### src/rtl/codec_config_sequencer.sv
// codec_config_sequencer
//   Writes the fixed WM8731 register table over I2C after reset (or on a
//   start pulse once idle) and flags the codec as ready.
//   Each word is sent as START, 0x34, {addr, data[8]}, data[7:0], STOP, GAP.
//   A NACK aborts the frame and retries the word up to MAX_RETRY times.
// Ports:
//   clk, reset_n   system clock, asynchronous active-low reset
//   start          pulse to re-run the table (honoured only when not busy)
//   sdat_in        sampled SDAT pin level
//   sclk           SCL, push-pull
//   sdat_oe        1 pulls SDAT low, 0 releases it to the pull-up
//   busy           table run in progress
//   done           all words ACKed (held until the next run)
//   error          a word ran out of retries (held until the next run)
//   word_idx       index of the word being written (0..10)
module codec_config_sequencer #(
  parameter int unsigned CLK_DIV   = 125,
  parameter int unsigned MAX_RETRY = 3,
  parameter logic [6:0]  DEV_ADDR  = 7'h1A
) (
  input  logic       clk,
  input  logic       reset_n,
  input  logic       start,
  input  logic       sdat_in,
  output logic       sclk,
  output logic       sdat_oe,
  output logic       busy,
  output logic       done,
  output logic       error,
  output logic [3:0] word_idx
);

  localparam int unsigned   QW        = (CLK_DIV > 1) ? $clog2(CLK_DIV) : 1;
  localparam int unsigned   RW        = $clog2(MAX_RETRY + 2);
  localparam logic [QW-1:0] Q_LAST    = QW'(CLK_DIV - 1);
  localparam logic [RW-1:0] R_MAX     = RW'(MAX_RETRY);
  localparam logic [3:0]    LAST_WORD = 4'd10;

  typedef enum logic [2:0] {
    S_IDLE, S_START, S_BIT, S_ACK, S_STOP, S_GAP, S_DONE, S_ERR
  } state_t;

  state_t        state, state_n;
  logic [QW-1:0] q_cnt, q_cnt_n;
  logic [1:0]    phase, phase_n;
  logic [2:0]    bit_cnt, bit_cnt_n;
  logic [1:0]    byte_cnt, byte_cnt_n;
  logic [RW-1:0] retry, retry_n;
  logic          nack, nack_n;
  logic [3:0]    word_n;
  logic          sclk_n, sdat_oe_n, busy_n, done_n, error_n;
  logic          tick;
  logic [15:0]   word_data;
  logic [7:0]    cur_byte;
  logic          sdat_bit;

  // {register address, 9-bit data}
  function automatic logic [15:0] table_word(input logic [3:0] idx);
    case (idx)
      4'd0:    table_word = {7'd15, 9'h000};
      4'd1:    table_word = {7'd6,  9'h000};
      4'd2:    table_word = {7'd0,  9'h017};
      4'd3:    table_word = {7'd1,  9'h017};
      4'd4:    table_word = {7'd2,  9'h079};
      4'd5:    table_word = {7'd3,  9'h079};
      4'd6:    table_word = {7'd4,  9'h012};
      4'd7:    table_word = {7'd5,  9'h000};
      4'd8:    table_word = {7'd7,  9'h042};
      4'd9:    table_word = {7'd8,  9'h000};
      default: table_word = {7'd9,  9'h001};
    endcase
  endfunction

  assign tick = (q_cnt == Q_LAST);

  // Outputs are decoded from the next-state values and then registered, so
  // the pins change on the same edge the FSM enters a phase.
  always_comb begin
    state_n    = state;
    q_cnt_n    = tick ? '0 : q_cnt + 1'b1;
    phase_n    = phase;
    bit_cnt_n  = bit_cnt;
    byte_cnt_n = byte_cnt;
    retry_n    = retry;
    nack_n     = nack;
    word_n     = word_idx;
    sclk_n     = 1'b1;
    sdat_oe_n  = 1'b0;
    busy_n     = 1'b1;
    done_n     = 1'b0;
    error_n    = 1'b0;

    case (state)
      S_IDLE, S_DONE, S_ERR: begin
        q_cnt_n = '0;
        if (state == S_IDLE || start) begin
          state_n = S_START;
          phase_n = '0;
          word_n  = '0;
          retry_n = '0;
          nack_n  = 1'b0;
        end
      end
      S_START: if (tick) begin
        if (phase == 2'd1) begin
          state_n    = S_BIT;
          phase_n    = '0;
          bit_cnt_n  = '0;
          byte_cnt_n = '0;
        end else begin
          phase_n = phase + 2'd1;
        end
      end
      S_BIT: if (tick) begin
        phase_n = phase + 2'd1;
        if (phase == 2'd3) begin
          phase_n = '0;
          if (bit_cnt == 3'd7) state_n = S_ACK;
          else                 bit_cnt_n = bit_cnt + 3'd1;
        end
      end
      S_ACK: if (tick) begin
        phase_n = phase + 2'd1;
        if (phase == 2'd2) nack_n = sdat_in;
        if (phase == 2'd3) begin
          phase_n = '0;
          if (nack || byte_cnt == 2'd2) begin
            state_n = S_STOP;
          end else begin
            state_n    = S_BIT;
            bit_cnt_n  = '0;
            byte_cnt_n = byte_cnt + 2'd1;
          end
        end
      end
      S_STOP: if (tick) begin
        phase_n = phase + 2'd1;
        if (phase == 2'd2) begin
          state_n = S_GAP;
          phase_n = '0;
        end
      end
      S_GAP: if (tick) begin
        phase_n = phase + 2'd1;
        if (phase == 2'd3) begin
          // Even the final failing attempt is closed with STOP and GAP
          // before ERR, so the bus is always left idle.
          phase_n = '0;
          nack_n  = 1'b0;
          if (nack) begin
            if (retry == R_MAX) begin
              state_n = S_ERR;
            end else begin
              retry_n = retry + 1'b1;
              state_n = S_START;
            end
          end else if (word_idx == LAST_WORD) begin
            state_n = S_DONE;
          end else begin
            word_n  = word_idx + 4'd1;
            retry_n = '0;
            state_n = S_START;
          end
        end
      end
      default: state_n = S_IDLE;
    endcase

    word_data = table_word(word_n);
    case (byte_cnt_n)
      2'd0:    cur_byte = {DEV_ADDR, 1'b0};
      2'd1:    cur_byte = word_data[15:8];
      default: cur_byte = word_data[7:0];
    endcase
    sdat_bit = cur_byte[3'd7 - bit_cnt_n];

    case (state_n)
      S_IDLE: busy_n = 1'b0;
      S_START: begin
        sclk_n    = (phase_n == 2'd0);
        sdat_oe_n = 1'b1;
      end
      S_BIT: begin
        sclk_n    = phase_n[1];
        sdat_oe_n = ~sdat_bit;
      end
      S_ACK: sclk_n = phase_n[1];
      S_STOP: begin
        sclk_n    = (phase_n != 2'd0);
        sdat_oe_n = (phase_n != 2'd2);
      end
      S_DONE: begin
        busy_n = 1'b0;
        done_n = 1'b1;
      end
      S_ERR: begin
        busy_n  = 1'b0;
        error_n = 1'b1;
      end
      default: ;
    endcase
  end

  always_ff @(posedge clk or negedge reset_n) begin
    if (!reset_n) begin
      state    <= S_IDLE;
      q_cnt    <= '0;
      phase    <= '0;
      bit_cnt  <= '0;
      byte_cnt <= '0;
      retry    <= '0;
      nack     <= 1'b0;
      word_idx <= '0;
      sclk     <= 1'b1;
      sdat_oe  <= 1'b0;
      busy     <= 1'b0;
      done     <= 1'b0;
      error    <= 1'b0;
    end else begin
      state    <= state_n;
      q_cnt    <= q_cnt_n;
      phase    <= phase_n;
      bit_cnt  <= bit_cnt_n;
      byte_cnt <= byte_cnt_n;
      retry    <= retry_n;
      nack     <= nack_n;
      word_idx <= word_n;
      sclk     <= sclk_n;
      sdat_oe  <= sdat_oe_n;
      busy     <= busy_n;
      done     <= done_n;
      error    <= error_n;
    end
  end

endmodule

### config.mk
export PLATFORM = sky130hd
export DESIGN_NAME = codec_config_sequencer
export DESIGN_NICKNAME = d
export VERILOG_FILES = /design/src/rtl/codec_config_sequencer.sv
export SDC_FILE = /design/constraint.sdc
export NUM_CORES = 1
export LEC_CHECK = 0
export ABC_AREA = 1
export CORE_MARGIN = 5
export CORE_UTILIZATION = 53
export DETAILED_ROUTE_END_ITERATION = 10
export GPL_ROUTABILITY_DRIVEN = 0
export PLACE_DENSITY = 0.72
export SLEW_MARGIN = 40
export SYNTH_ARGS = -nofsm -noshare
export SYNTH_HDL_FRONTEND = slang
export SYNTH_SLANG_ARGS = --single-unit
### constraint.sdc
create_clock -name clk -period 4.7 [get_ports clk]
set_clock_uncertainty 0.05 [all_clocks]
set_input_delay 0.94 -clock clk [delete_from_list [all_inputs] [get_ports clk]]
set_output_delay 0.94 -clock clk [all_outputs]
set_load 0.01 [all_outputs]
=== Yosys cells after proc, flatten, opt, wreduce, memory -nomap -nowiden ===
Memory sizes are Yosys's and may differ from the RTL's.
Cells that the tools add are included.

* Flip-flop bits (word level): 30
* Bits in read-only memories: 176
* Word-level logic and storage cells: 137
* Memories kept: 1

* $add $sub $neg: 7
* $lt $le $gt $ge: 1
* Eq/ne operators: 30
* Mux-type cells: 69
* Bitwise gates (word level): 1
* Reduce and logical (&&, ||, !) cells: 15

{| class="wikitable"
|+ Memory list
! name !! words !! width !! read ports !! clocked after memory_dff !! wr ports !! RTL line !! source
|-
| (name not given) || 16 || 11 || 1 || 0 || 0 || 59 || <nowiki>case (idx)</nowiki>
|}

{| class="wikitable"
|+ Operators with widths
! operator !! number
|-
| 3-bit 2-to-1 mux || 30
|-
| 3-bit equality test, second input constant || 8
|-
| 2-bit 2-to-1 mux || 12
|-
| 4-bit 2-to-1 mux || 5
|-
| 3-bit one-hot mux with 6 select lines || 1
|-
| 8-bit one-hot mux with 2 select lines || 1
|-
| 3-bit by 2-bit equality test with 1-bit output, second input constant || 5
|-
| 7-bit 2-to-1 mux || 2
|-
| 2-bit inequality test, second input constant || 6
|-
| 6-bit AND reduction || 2
|-
| 1-bit 2-to-1 mux || 9
|-
| 1-bit one-hot mux with 3 select lines || 3
|-
| 3-bit one-hot mux with 3 select lines || 1
|-
| 3-bit OR reduction || 3
|-
| 2-bit one-hot mux with 4 select lines || 1
|-
| 4-bit one-hot mux with 2 select lines || 1
|-
| 7-bit by 1-bit adder with 7-bit output, second input constant || 1
|-
| 7-bit equality test, second input constant || 1
|-
| 3-bit by 1-bit adder with 3-bit output, second input constant || 2
|-
| 2-bit equality test, second input constant || 3
|-
| 3-bit by 1-bit equality test with 1-bit output, second input constant || 2
|-
| 3-bit logical NOT || 2
|-
| 3-bit inequality test, second input constant || 2
|-
| 3-bit one-hot mux with 2 select lines || 1
|-
| 14 further kinds || 19
|}

=== Depth between registers and ports, before layout ===
Gate-level depths: netlist of run 1.

* Depth after elaboration: 12
* Mapped depth: 22

=== Least setup slack after synthesis of run 1 ===
No wires, ideal clock.

* Kind: in2reg
* Start: input start
* End: register sdat_oe
* Library setup time: 0.117 ns
* Arrival: 2.409 ns
* Required time: 4.533 ns
* Path slack: 2.124 ns
* Cell stages on the path: 17
* Buffers on the path: 0
* Cell sequence: inv_1 > nand3_1 > nand2_2 > nand2_1 > nand2_2 > inv_1 > ha_1 > inv_1 > nand2_2 > o21ai_0 > nand2_1 > a21oi_1 > nand2_1 > nand2_1 > nand2_1 > nand2_1 > nand2_1

* Word-level cells in the longest chain between the ends: 9
* Elaborated cells on any way between the ends: 17

{| class="wikitable"
|+ RTL lines
! element !! RTL line !! source
|-
| start, declared || 23 || <nowiki>input logic start,</nowiki>
|-
| 1-bit logical OR || 96 || <nowiki>if (state == S_IDLE || start) begin</nowiki>
|-
| 4-bit 2-to-1 mux || 96 ||
|-
| 4-bit one-hot mux with 2 select lines || 93 || <nowiki>case (state)</nowiki>
|-
| via word_n[1] || 50 || <nowiki>logic [3:0] word_n;</nowiki>
|-
| memory read 16 x 11 bit || -- ||
|-
| 8-bit one-hot mux with 2 select lines || 170 || <nowiki>case (byte_cnt_n)</nowiki>
|-
| 1-bit binary-select mux with 3-bit select || 175 || <nowiki>sdat_bit = cur_byte[3'd7 - bit_cnt_n];</nowiki>
|-
| 1-bit 2-to-1 mux (implied by the code) || 175 ||
|-
| 1-bit NOT || 185 || <nowiki>sdat_oe_n = ~sdat_bit;</nowiki>
|-
| 1-bit one-hot mux with 3 select lines || 177 || <nowiki>case (state_n)</nowiki>
|-
| via sdat_oe_n || 51 || <nowiki>logic sclk_n, sdat_oe_n, busy_n, done_n, error_n;</nowiki>
|-
| end signal, assigned || 229 || <nowiki>sdat_oe <= sdat_oe_n;</nowiki>
|-
| end, declared || 26 || <nowiki>output logic sdat_oe,</nowiki>
|}

The timed path passes the listed nets, and every way through them passes these cells. The select of a mux whose other input is x is not followed.
A chain may end at the register's enable or synchronous reset.

=== Worst setup path after layout of run 1 ===
Same ends and word-level chain as after synthesis.

==> flow_metrics.py, run 1 <==
metrics = {
    "outcome": {
        "outcome": "completed",
    },
    "global_route": {
        "grt_pass1_vias": 1912,
        "grt_max_degree": 31,
        "grt_pass1_wl_um": 8560,
        "grt.total_usage": 0.176,
        "grt-ovfl-total": 0,
        "grt_antenna_before_repair": 0,
    },
    "setup_path": {
        "cp.arrival_ns": 3.09,
        "crit_path_start_kind": "input port",
        "reg2reg_to": "sdat_oe$_DFF_PN0_",
        "crit_start": "start",
        "cp_max_fo": 8,
        "reg2reg_slack_ns": 1.90,
        "r2r_start": "q_cnt[0]$_DFF_PN0_",
        "crit_required_ns": 4.83,
        "r2r_cells": 20,
        "end_kind": "register",
        "worst-setup-path-type": "input port to register",
    },
    "clocking": {
        "tritoncts": "built",
        "cts_resized": 0,
        "clkSinkCount": 30,
        "ctsHoldBuffers": 0,
        "clk_path_buf_depth": 2,
        "cts_root_buf": "clkbuf_8",
        "clk_latency_ns": 0.29,
        "clk_pin_slew_ns": 0.07,
        "htree_levels": 2,
        "cts_setup_buffers": 0,
        "numCtsBuffers": 5,
    },
    "floorplanning": {
        "io_pins": 13,
        "die_x_um": 76.3,
        "fp-row-count": 24,
        "start_util": 0.539,
        "dieArea_um2": 5820,
        "core-area_um2": 4320,
        "die_h_um": 76.3,
    },
    "sta": {
        "period_share": 0.631,
        "worst_slew_pin_slew_ns": 0.548,
        "timing.fmax_mhz": 337,
        "setup_violations": 0,
        "slew_viol_final": 0,
        "finalSetupTns_ns": 0,
        "hold_viol_final": 0,
        "rsz0062_at_grt": "no",
        "slew_headroom": 0.631,
        "fin_crit_ns": 2.97,
    },
    "worst_hold_path": {
        "hold_path_end": "retry[1]$_DFFE_PN0P_",
        "hp-class": "register to register",
        "hold_path_depth": 2,
        "hp-start": "retry[1]$_DFFE_PN0P_",
    },
    "logic_synthesis": {
        "synth_common_cells": "nand2_1, inv_1, nand3_1",
        "synth_nets": 350,
        "ys_seq_elements": 30,
        "synth_edf_count": 0,
        "ys_seq_area_frac": 0.323,
        "netlist.area_leader.share": 0.311,
        "syn-cell-area_um2": 2330,
        "ys.flop_type": "dfrtp_1",
        "postSynthCellCount": 326,
        "yosys.area.top_type": "dfrtp_1",
        "netlist_top_cells_area": "dfrtp_1, nand2_1, ha_1",
        "syn_area_per_cell_um2": 7.15,
        "async_reset_ff_frac": 1.00,
        "synth.distinct_cells": 35,
        "yosysMostFrequentCell": "nand2_1",
        "yosys_warnings": 0,
    },
    "final_layout": {
        "finish.net_count": 368,
        "multi_input_area_um2": 1360,
        "syn2layout_area_growth_pct": 11.5,
        "fillCellCount": 437,
        "n_antenna_cell": 0,
        "regArea_um2": 752,
        "finish.utilization": 0.601,
        "final_layout_size_suffix_gt1_frac": 0.116,
    },
    "drt": {
        "drt_iter0_drc": 116,
        "ant_nets": 0,
        "remaining_drc_errors": 0,
        "vias": 2073,
        "dr.pass1.iters": 4,
        "wl_um": 4910,
        "wl_per_cell_um": 12.4,
        "vias_per_cell": 5.22,
    },
    "power_and_ir_drop": {
        "power_density_nw_per_um2": 185,
        "power.leakage_nw": 1.37,
        "vdd_drop_max_uv": 116,
    },
    "job": {
        "cap_violations": 0,
    },
    "place": {
        "port_buffers": 12,
        "hpwl_um": 3810,
    },
}
## registers in the layout, summed over array words and instances (netlist names)
name      count
q_cnt         7
word_idx      4
bit_cnt       3
retry         3
state         3
byte_cnt      2
phase         2
busy          1
done          1
error         1
nack          1
sclk          1
sdat_oe       1
## per-stage QoR
step / total power [mW] / hold slack [ns] / instances / setup slack [ns] / cell area, um2
floorplan: 0.263 / 0.405 / 326 / 2.12 / 2330
global route: 0.500 / 0.463 / 397 / 1.50 / 2600
global placement: 0.272 / 0.420 / 389 / 1.53 / 2510
finish: 0.480 / 0.442 / 397 / 1.73 / 2600
CTS: 0.484 / 0.448 / 397 / 1.74 / 2600
detailed placement: 0.272 / 0.434 / 389 / 1.46 / 2510
## worst max-delay path: stages
cell and delay, ns:
clkdlybuf4s50_1 0.39, inv_1 0.05, nand3_1 0.21, nand2_2 0.20, nand2_1 0.08, nand2_2 0.16, inv_1 0.11, ha_1 0.30
inv_1 0.07, nand2_2 0.05, o21ai_0 0.08, nand2_1 0.07, a21oi_1 0.12, nand2_1 0.06, nand2_1 0.06, nand2_1 0.05
nand2_1 0.05, nand2_1 0.04
## layout make-up
type                    count  area share
clock buffers               7      0.0332
clock inverters             1     0.00193
inverters                  53      0.0766
multi-input cells         241       0.525
flip-flops and latches     30       0.289
well taps                  52      0.0250
repair buffers             13      0.0491
## metal layers
metal / part of all wire / vias to the layer above / wire length, um / GRT usage
met5: 0 / - / 0 / 0
met4: 0.021 / 0 / 102 / 0.0612
met3: 0.046 / 10 / 225 / 0.0426
met2: 0.46 / 36 / 2240 / 0.275
met1: 0.48 / 949 / 2340 / 0.236
li1: - / 1078 / - / -
## cells in the final DEF (no fill, tap or decap), types with 2 or more instances in the layout
cell type and n:
nand2_1 80, inv_1 45, nand3_1 34, nor2_1 32
dfrtp_1 29, ha_1 20, a21oi_1 16, clkdlybuf4s50_1 12
o21ai_0 11, nand2_2 9, inv_2 8, nand3_2 6
clkbuf_8 6, nand4_1 3, nor3_1 3, xor2_1 3
nor2_4 2, o21ai_1 2, a31oi_1 2, a211oi_1 2
nand3b_1 2, xnor2_1 2
## power breakdown
group / total [mW] / switching [mW] / internal (mW) / leakage [nW]
Clock: 0.213 / 0.0956 / 0.118 / 0.0482
Sequential: 0.258 / 0 / 0.258 / 0.354
Combinational: 0.00797 / 0.00518 / 0.00278 / 0.970
Total: 0.480 / 0.101 / 0.379 / 1.37
## cell families after synthesis
group                      after synthesis  share of synthesized area
DFF                                     30                      0.323
adders and majority gates               20                      0.107
and+or+nand+nor                        176                      0.357
AOI/OAI and AO/OA                       40                      0.102
buffers and inverters                   55                     0.0924
xor gates and xnor gates                 5                     0.0188
## how the worst max path moves through the flow
stage	endpoint	slack (ns)	cells after the start
2_1_floorplan	sdat_oe$_DFF_PN0_	2.12	17
3_3_place_gp	sdat_oe$_DFF_PN0_	1.53	18
3_5_place_dp	sdat_oe$_DFF_PN0_	1.46	18
4_1_cts	sdat_oe$_DFF_PN0_	1.74	18
5_1_grt	sdat_oe$_DFF_PN0_	1.50	18
6_report	sdat_oe$_DFF_PN0_	1.73	18
Power figures use the tool's default switching activity.
==> run 2, diff against run 1 <==
Settings changed: PLACE_DENSITY 0.72 to 0.75.
Clock period 4.7 ns to 2.5 ns, I/O delays scaled along.
==> flow_metrics.py, run 2 (synthesis results as in run 1) <==
metrics = {
    "drt": {
        "wl_um": 5180,
        "vias_per_cell": 5.25,
        "vias": 2194,
        "dr.pass1.iters": 4,
        "ant_nets": 0,
        "wl_per_cell_um": 12.4,
        "remaining_drc_errors": 0,
        "drt_iter0_drc": 116,
    },
    "final_layout": {
        "final_layout_size_suffix_gt1_frac": 0.224,
        "n_antenna_cell": 0,
        "design_area_um2": 2850,
        "syn2layout_area_growth_pct": 22.4,
        "top_register": "q_cnt",
        "layout_common_cells": "nand2_1, inv_1, nand3_1",
        "layout_commonest_cell": "nand2_1",
        "reg.largest.list": "q_cnt x7, word_idx x4",
        "finish.net_count": 389,
        "fillCellCount": 377,
        "stdcell_count": 418,
        "largest_reg_flops": 7,
    },
    "worst_hold_path": {
        "hp-class": "register to register",
    },
    "power_and_ir_drop": {
        "p_seq_frac": 0.541,
        "clock_power_share": 0.442,
        "vdd_drop_max_uv": 262,
        "power.net_switching_mw": 0.186,
        "power.leakage_nw": 1.48,
        "power.internal_mw": 0.712,
        "comb_power_share": 0.017,
        "power_density_nw_per_um2": 315,
        "swShare": 0.207,
    },
    "place": {
        "port_buffers": 12,
        "place_ws_ns": -0.0554,
        "hpwl_um": 3820,
        "dp_cells": 402,
        "post_dp_cell_area_um2": 2600,
    },
    "floorplanning": {
        "core-area_um2": 4320,
        "fp-row-count": 24,
        "die_h_um": 76.3,
        "die_x_um": 76.3,
        "dieArea_um2": 5820,
        "start_util": 0.539,
        "io_pins": 13,
    },
    "sta": {
        "hold_viol_final": 0,
        "slew_headroom": 0.655,
        "slew_viol_final": 0,
        "fin_ws_ns": 0.0500,
        "holdWs_ns": 0.460,
        "period_share": 0.980,
        "fin_crit_ns": 2.45,
        "timing.fmax_mhz": 408,
        "rsz0062_at_grt": "yes",
        "setup_violations": 0,
        "worst_slew_pin_slew_ns": 0.513,
    },
    "clocking": {
        "clk_path_buf_depth": 2,
        "clkSinkCount": 30,
        "tritoncts": "built",
        "ctsHoldBuffers": 0,
        "clk_latency_ns": 0.28,
        "htree_levels": 2,
        "numCtsBuffers": 5,
        "cts_root_buf": "clkbuf_8",
        "clk_pin_slew_ns": 0.07,
    },
    "setup_path": {
        "end_kind": "register",
        "cp_max_fo": 9,
        "crit_path_start_kind": "register",
        "crit_required_ns": 2.67,
        "cp.arrival_ns": 2.62,
        "worst-setup-path-type": "register to register",
    },
    "global_route": {
        "grt-ovfl-total": 0,
        "grt_pass1_vias": 2033,
        "grt.total_usage": 0.176,
        "grt_max_degree": 31,
        "grt_antenna_before_repair": 0,
        "grt_pass1_wl_um": 8710,
    },
    "outcome": {
        "outcome": "completed",
    },
    "job": {
        "cap_violations": 0,
    },
}
==> run 2: final cells by class <==
type / instances / area (um2) / area share
multi-input combinational: 241 / 1450 / 0.508
sequential: 30 / 752 / 0.264
timing repair buffer: 34 / 293 / 0.103
inverter: 53 / 201 / 0.0706
clock buffer: 7 / 86.3 / 0.0303
tap: 52 / 65.1 / 0.0228
clock inverter: 1 / 5.00 / 0.00175
==> run 2: power by group through the flow <==
stage | sequential [mW] | combinational [mW] | clock (mW)
2_1_floorplan | 0.495 | 0.000322 | 0
3_3_place_gp | 0.494 | 0.0161 | 0
3_5_place_dp | 0.494 | 0.0162 | 0
4_1_cts | 0.486 | 0.0162 | 0.408
5_1_grt | 0.485 | 0.0179 | 0.432
6_report | 0.486 | 0.0152 | 0.397
==> run 2: metrics by stage <==
stage	utilization	setup TNS, ns	power [mW]
after floorplan	-	0	0.495
after global placement	0.602	-0.0443	0.511
after detailed placement	0.602	-0.0554	0.511
after CTS	0.625	0	0.910
after global routing	0.660	-0.308	0.935
final	0.660	0	0.898
==> run 2: final timing paths <==
kind	start	end	slack, ns	cells past startpoint
min in group asynchronous	reset_n	q_cnt[3]$_DFF_PN0_	0.56	2
setup / recovery	q_cnt[1]$_DFF_PN0_	sdat_oe$_DFF_PN0_	0.05	15
hold reg to reg	retry[0]$_DFFE_PN0P_	retry[0]$_DFFE_PN0P_	0.46	1
max in group asynchronous	reset_n	sclk$_DFF_PN1_	1.52	2
hold / removal	retry[0]$_DFFE_PN0P_	retry[0]$_DFFE_PN0P_	0.46	1
setup reg to reg	q_cnt[1]$_DFF_PN0_	sdat_oe$_DFF_PN0_	0.05	15
==> run 2: per-layer routing <==
metal	up-vias	wire length, um	global-route usage
li1	1120	-	-
met1	984	2380	0.231
met2	76	2340	0.272
met3	14	347	0.0520
met4	0	116	0.0682
met5	-	0	0
==> run 2: timing repair <==
| item | in CTS | in global routing |
|---|---|---|
| endpoints found under the hold margin | 0 | 0 |
| gates resized for setup | 0 | 28 |
| setup endpoints to repair | 1 | 4 |
| setup buffers | 1 | 7 |
| pin swaps | 1 | 11 |
==> run 2: critical path, cell delays in order, from the launching register on <==
cell and delay, ns:
dfrtp_1 0.38, inv_1 0.06, ha_2 0.18, nand3_2 0.09, nor2_4 0.18, buf_4 0.21
nand2_2 0.12, a21oi_2 0.20, a21oi_1 0.06, nor3_1 0.19, inv_1 0.11, nor2_1 0.13
nand2_1 0.11, a21oi_1 0.15, nor2_1 0.08, nand2_1 0.08
==> run 3, diff against run 2 <==
Settings changed: CELL_PAD_IN_SITES_DETAIL_PLACEMENT from default to 0, CELL_PAD_IN_SITES_GLOBAL_PLACEMENT from default to 2, CORE_UTILIZATION 53 to 31.
==> flow_metrics.py, run 3 (synthesis results as in run 1) <==
metrics = {
    "power_and_ir_drop": {
        "comb_power_share": 0.018,
        "clock_power_share": 0.446,
        "swShare": 0.214,
        "power_density_nw_per_um2": 289,
        "power.net_switching_mw": 0.194,
        "p_seq_frac": 0.536,
        "vdd_drop_max_uv": 217,
        "power.internal_mw": 0.712,
        "power.leakage_nw": 1.57,
    },
    "final_layout": {
        "finish.net_count": 404,
        "top_register": "q_cnt",
        "n_antenna_cell": 0,
        "layout_common_cells": "nand2_1, inv_1, buf_4",
        "layout_commonest_cell": "nand2_1",
        "reg.largest.list": "q_cnt x7, word_idx x4",
        "finish.utilization": 0.430,
        "largest_reg_flops": 7,
        "final_layout_size_suffix_gt1_frac": 0.289,
        "syn2layout_area_growth_pct": 34.5,
        "design_area_um2": 3130,
    },
    "drt": {
        "wl_per_cell_um": 12.5,
        "remaining_drc_errors": 0,
        "wl_um": 6020,
        "vias": 2214,
        "ant_nets": 0,
        "vias_per_cell": 4.61,
        "dr.pass1.iters": 4,
        "drt_iter0_drc": 83,
    },
    "clocking": {
        "cts_root_buf": "clkbuf_8",
        "clk_latency_ns": 0.28,
        "htree_levels": 2,
        "clkSinkCount": 30,
        "numCtsBuffers": 5,
        "tritoncts": "built",
        "clk_pin_slew_ns": 0.07,
        "clk_path_buf_depth": 2,
    },
    "worst_hold_path": {
        "hp-start": "retry[1]$_DFFE_PN0P_",
        "hp-class": "register to register",
        "hold_path_end": "retry[1]$_DFFE_PN0P_",
        "hold_path_depth": 2,
    },
    "setup_path": {
        "cp_top_family": "simple AND/OR/NAND/NOR gates",
        "r2r_cells": 20,
        "r2r_start": "q_cnt[0]$_DFF_PN0_",
        "crit_buf_inv": 3,
        "crit_top_cell": "nand2_1",
        "crit_path_start_kind": "register",
        "end_kind": "register",
        "crit_required_ns": 2.67,
        "cp.arrival_ns": 2.59,
        "reg2reg_slack_ns": 0.08,
        "reg2reg_to": "sdat_oe$_DFF_PN0_",
        "max_stage_delay_ns": 0.39,
        "cp_max_fo": 6,
        "critPathSlowestCell": "dfrtp_1",
        "worstPathCellList": "inv_2, ha_4, nand3_4, nor2_4, nand2_4, o21bai_1, nand2_1, nand2_2, buf_6, buf_4, ha_2, nand2_1, nand3_2, nand3_2, nand3_1, nand2_1, nand2_1, nand2_1, nand2_1, nand2_1",
        "worst-setup-path-type": "register to register",
    },
    "sta": {
        "rsz0062_at_grt": "yes",
        "fin_crit_ns": 2.42,
        "hold_viol_final": 0,
        "period_share": 0.969,
        "setup_violations": 0,
        "timing.fmax_mhz": 413,
        "slew_viol_final": 0,
        "slew_headroom": 0.736,
        "worst_slew_pin_slew_ns": 0.394,
    },
    "place": {
        "post_dp_cell_area_um2": 2760,
        "port_buffers": 12,
        "hpwl_um": 4570,
    },
    "global_route": {
        "grt_antenna_before_repair": 0,
        "grt_max_degree": 31,
        "grt-ovfl-total": 0,
        "grt_pass1_vias": 2151,
        "grt_pass1_wl_um": 10100,
        "grt.total_usage": 0.131,
    },
    "outcome": {
        "outcome": "completed",
    },
    "floorplanning": {
        "die_h_um": 96.7,
        "fp-row-count": 31,
        "core-area_um2": 7290,
        "start_util": 0.319,
        "die_x_um": 96.7,
        "dieArea_um2": 9350,
        "io_pins": 13,
    },
    "job": {
        "cap_violations": 0,
    },
}
run 3: cell types whose count changed in the layout (fill, tap and decap cells not counted), moves of 2 or more:
cell and change:
buf_4 +14, nand3_2 +4, ha_1 -3, nand3_1 -6
nand3_4 +2, ha_4 +2
run 3: power groups by stage:
stage	Combinational, mW	Clock, mW	Sequential (mW)
floorplan	0.000322	0	0.495
finish	0.0159	0.404	0.485
global placement	0.0171	0	0.494
global route	0.0188	0.453	0.485
CTS	0.0171	0.424	0.485
detailed placement	0.0171	0	0.494
run 3: what timing repair did:
action,4_1_cts,5_1_grt
hold buffers,0,0
buffers inserted,3,7
setup endpoints to repair,1,4
pin swaps,5,24
gates resized for setup,5,43
run 3: through the flow:
| stage | setup WS [ns] | instances | power (mW) | hold WS (ns) | TNS, ns |
|---|---|---|---|---|---|
| floorplan | 0.0352 | 326 | 0.495 | 0.154 | 0 |
| global placement | -0.0861 | 462 | 0.512 | 0.426 | -0.0861 |
| CTS | 0.00517 | 473 | 0.927 | 0.456 | 0 |
| global route | -0.130 | 480 | 0.957 | 0.480 | -0.130 |
| detailed placement | -0.117 | 462 | 0.512 | 0.438 | -0.117 |
| finish | 0.0780 | 480 | 0.905 | 0.446 | 0 |
run 3: layer usage:
metal  routed length (um)  up-vias  global-route usage
met3                  245        2              0.0424
met1                 2930     1018               0.175
met4                   23        0              0.0227
li1                     -     1157                   -
met5                    0        -                   0
met2                 2830       37               0.208
run 3: area by class of cell:
| type | instances | area (um2) |
|---|---|---|
| Clock buffer | 6 | 82.6 |
| Clock inverter | 2 | 12.5 |
| Fill cell | 811 | 4160 |
| Inverter | 53 | 204 |
| Multi-Input combinational cell | 241 | 1540 |
| Sequential cell | 30 | 752 |
| Tap cell | 99 | 124 |
| Timing Repair Buffer | 49 | 418 |
run 3: worst min-delay path, delay by kind of cell (launching register included):
family	cells	cell delay (ns)
AND/OR/NAND/NOR	1	0.05
AO/OA/AOI/OAI	1	0.06
flip-flops	1	0.35
run 3: how the worst max path moves through the flow:
| stage | from | to | slack [ns] | depth (start not counted) |
|---|---|---|---|---|
| finish | q_cnt[0]$_DFF_PN0_ | sdat_oe$_DFF_PN0_ | 0.08 | 20 |
| global route | q_cnt[1]$_DFF_PN0_ | sdat_oe$_DFF_PN0_ | -0.13 | 21 |
| CTS | q_cnt[1]$_DFF_PN0_ | sdat_oe$_DFF_PN0_ | 0.005 | 19 |
| global placement | start | sdat_oe$_DFF_PN0_ | -0.09 | 19 |
| floorplan | q_cnt[0]$_DFF_PN0_ | sdat_oe$_DFF_PN0_ | 0.04 | 21 |
| detailed placement | start | sdat_oe$_DFF_PN0_ | -0.12 | 19 |
==> RTL change, RTL diff (config.mk and constraints of run 3) <==
Reset style: synchronous (`reset_n`), changed in one clocked block. Comments in the files are not updated.
--- a/src/rtl/codec_config_sequencer.sv
+++ b/src/rtl/codec_config_sequencer.sv
@@ -203,3 +203,3 @@
 
-  always_ff @(posedge clk or negedge reset_n) begin
+  always_ff @(posedge clk) begin
     if (!reset_n) begin
Check against the original RTL: differs if reset_n is asserted again (counterexample within 4 cycles, from zero or initial values and one cycle with reset_n low); with reset_n held inactive, the same outputs for 10 cycles.
==> RTL change against run 3 <==
Final area about the same. Sequential cell count unchanged. Via count increased by 8.9%. Wire length increased by 6.4%. Area after synthesis increased by 0.59%. Worst setup slack got worse by 0.019 ns.
Power is not compared: it rests on default switching activity, and its combinational part moved more than twofold at a synthesized area within 25%.
==> RTL change: results (changes against run 3) <==
POWER AND IR DROP
----------------------------------------------------------------------------
Internal power contribution                                         732.7 uW

CLOCK NETWORK
----------------------------------------------------------------------------
Post_cts resized                                                           0   -5
Post-CTS setup buffer count                                                0   -3

SYNTH
----------------------------------------------------------------------------
Main area contributors after synthesis                          sky130_fd_sc_hd__dfxtp_1 (26%), sky130_fd_sc_hd__nand2_1 (14%), sky130_fd_sc_hd__ha_1 (11%)
Synth unique cells                                                        37   +5.7%
Post-synthesis sequential area ratio                                  0.2563   -0.06650
Avg Cell Area, Syn                                                6.564 um^2   -8.1%
Top FF cell, synth                                              sky130_fd_sc_hd__dfxtp_1
Total nets after synthesis                                               382   +9.1%
Fraction of registers with async set or reset after synthesis              0   -1.000

PLACEMENT
----------------------------------------------------------------------------
Cell area after placement                                       0.002858 mm^2   +3.5%
Detailed placement HPWL                                              5138 um   +12%
Worst Setup Slack post-DPL                                        -0.1966 ns   -0.07959 ns
Inst Count DP                                                            504   +9.1%

RUN STATUS
----------------------------------------------------------------------------
Status                                                          finished, final reports clean

HOLD PATH
----------------------------------------------------------------------------
Hold worst-path end                                             retry[1]$_SDFFE_PN0P_
Hold Crit Start                                                 retry[1]$_SDFFE_PN0P_

STA
----------------------------------------------------------------------------
Share of the clock period used by the worst path after layout         0.9763   +0.007496
Worst slew margin                                                     0.6175   -0.1182
Worst slack on hold paths                                          0.4397 ns   -0.006481 ns

FINISH
----------------------------------------------------------------------------
Inverter count of the layout excluding clock inverters                    55   +3.8%
Final layout net count                                                   443   +9.7%
Largest registers                                               q_cnt x7, word_idx x4
Seq area share                                                        0.1926   -0.04745
Area share of buffers outside the clock network                       0.1522   +0.01883
Number of cells in the finished layout apart from fillers                517   +7.7%
Multi-input combinational cell count                                     268   +11%
Synth-to-layout area growth                                           33.64%
Proportion of layout cells with a drive suffix above 1                0.2775   -0.01120
Clock tree cell share of total cell area                             0.02517   -0.005182
Repair and plain buffers                                                  58   +18%
Fraction of standard cell area in multi-input logic                   0.5230   +0.03136
Filler Cell Count                                                        836   +3.1%
Layout sequential cell count                                              30   unchanged

CRITICAL PATH
----------------------------------------------------------------------------
Cell type of the slowest stage on the worst timing path         sky130_fd_sc_hd__dfxtp_2
Reg2reg setup slack                                                  0.06 ns   -0.02 ns
Worst flop-to-flop path startpoint                              q_cnt[1]$_SDFF_PP0_
Delay of the slowest cell on the worst path                          0.32 ns   -0.07 ns
R2r endpoint                                                    sdat_oe$_SDFF_PN0_
Worst setup startpoint                                          q_cnt[1]$_SDFF_PP0_

DETAILED ROUTING
----------------------------------------------------------------------------
Detailed router's first-iteration violation count                         85   +2.4%
Total wirelength of the detailed-routed design                       6410 um   +6.4%

GLOBAL ROUTE
----------------------------------------------------------------------------
Pin count of the biggest net entering global routing                      16   -48%
Global-route wire length before repair                             10,730 um   +6.5%
All-layer global routing usage                                        0.1373   +0.006480

RTL change: cell count changes in the layout (fill, tap and decap cells not counted), sizes merged, moves of 3 or more:
| cell | run 3 | this run |
|---|---|---|
| nand2 | 90 | 96 |
| o31ai | 0 | 3 |
| nand3 | 41 | 38 |
| a21oi | 17 | 10 |
| dfxtp | 0 | 30 |
| dfrtp | 29 | 0 |
| buf | 37 | 46 |
| nor2 | 35 | 50 |
| nand4 | 4 | 8 |
RTL change: per-layer routing:
metal	share of wire	track usage	wire (um)
met1	0.49	0.1796	3139
met2	0.48	0.2335	3066
met3	0.025	0.02734	162
met4	0.0064	0.02808	41
met5	0	0	0
RTL change: cell families (layout without fill, tap and decap cells):
kind of cell,count (synthesis),count (layout),share of synthesized area
AOI/OAI and AO/OA,41,41,0.1089
xor gates and xnor gates,4,4,0.01495
adders and majority gates,21,21,0.1121
buffers and inverters,59,120,0.1009
DFF,30,30,0.2563
and+or+nand+nor,202,202,0.4068
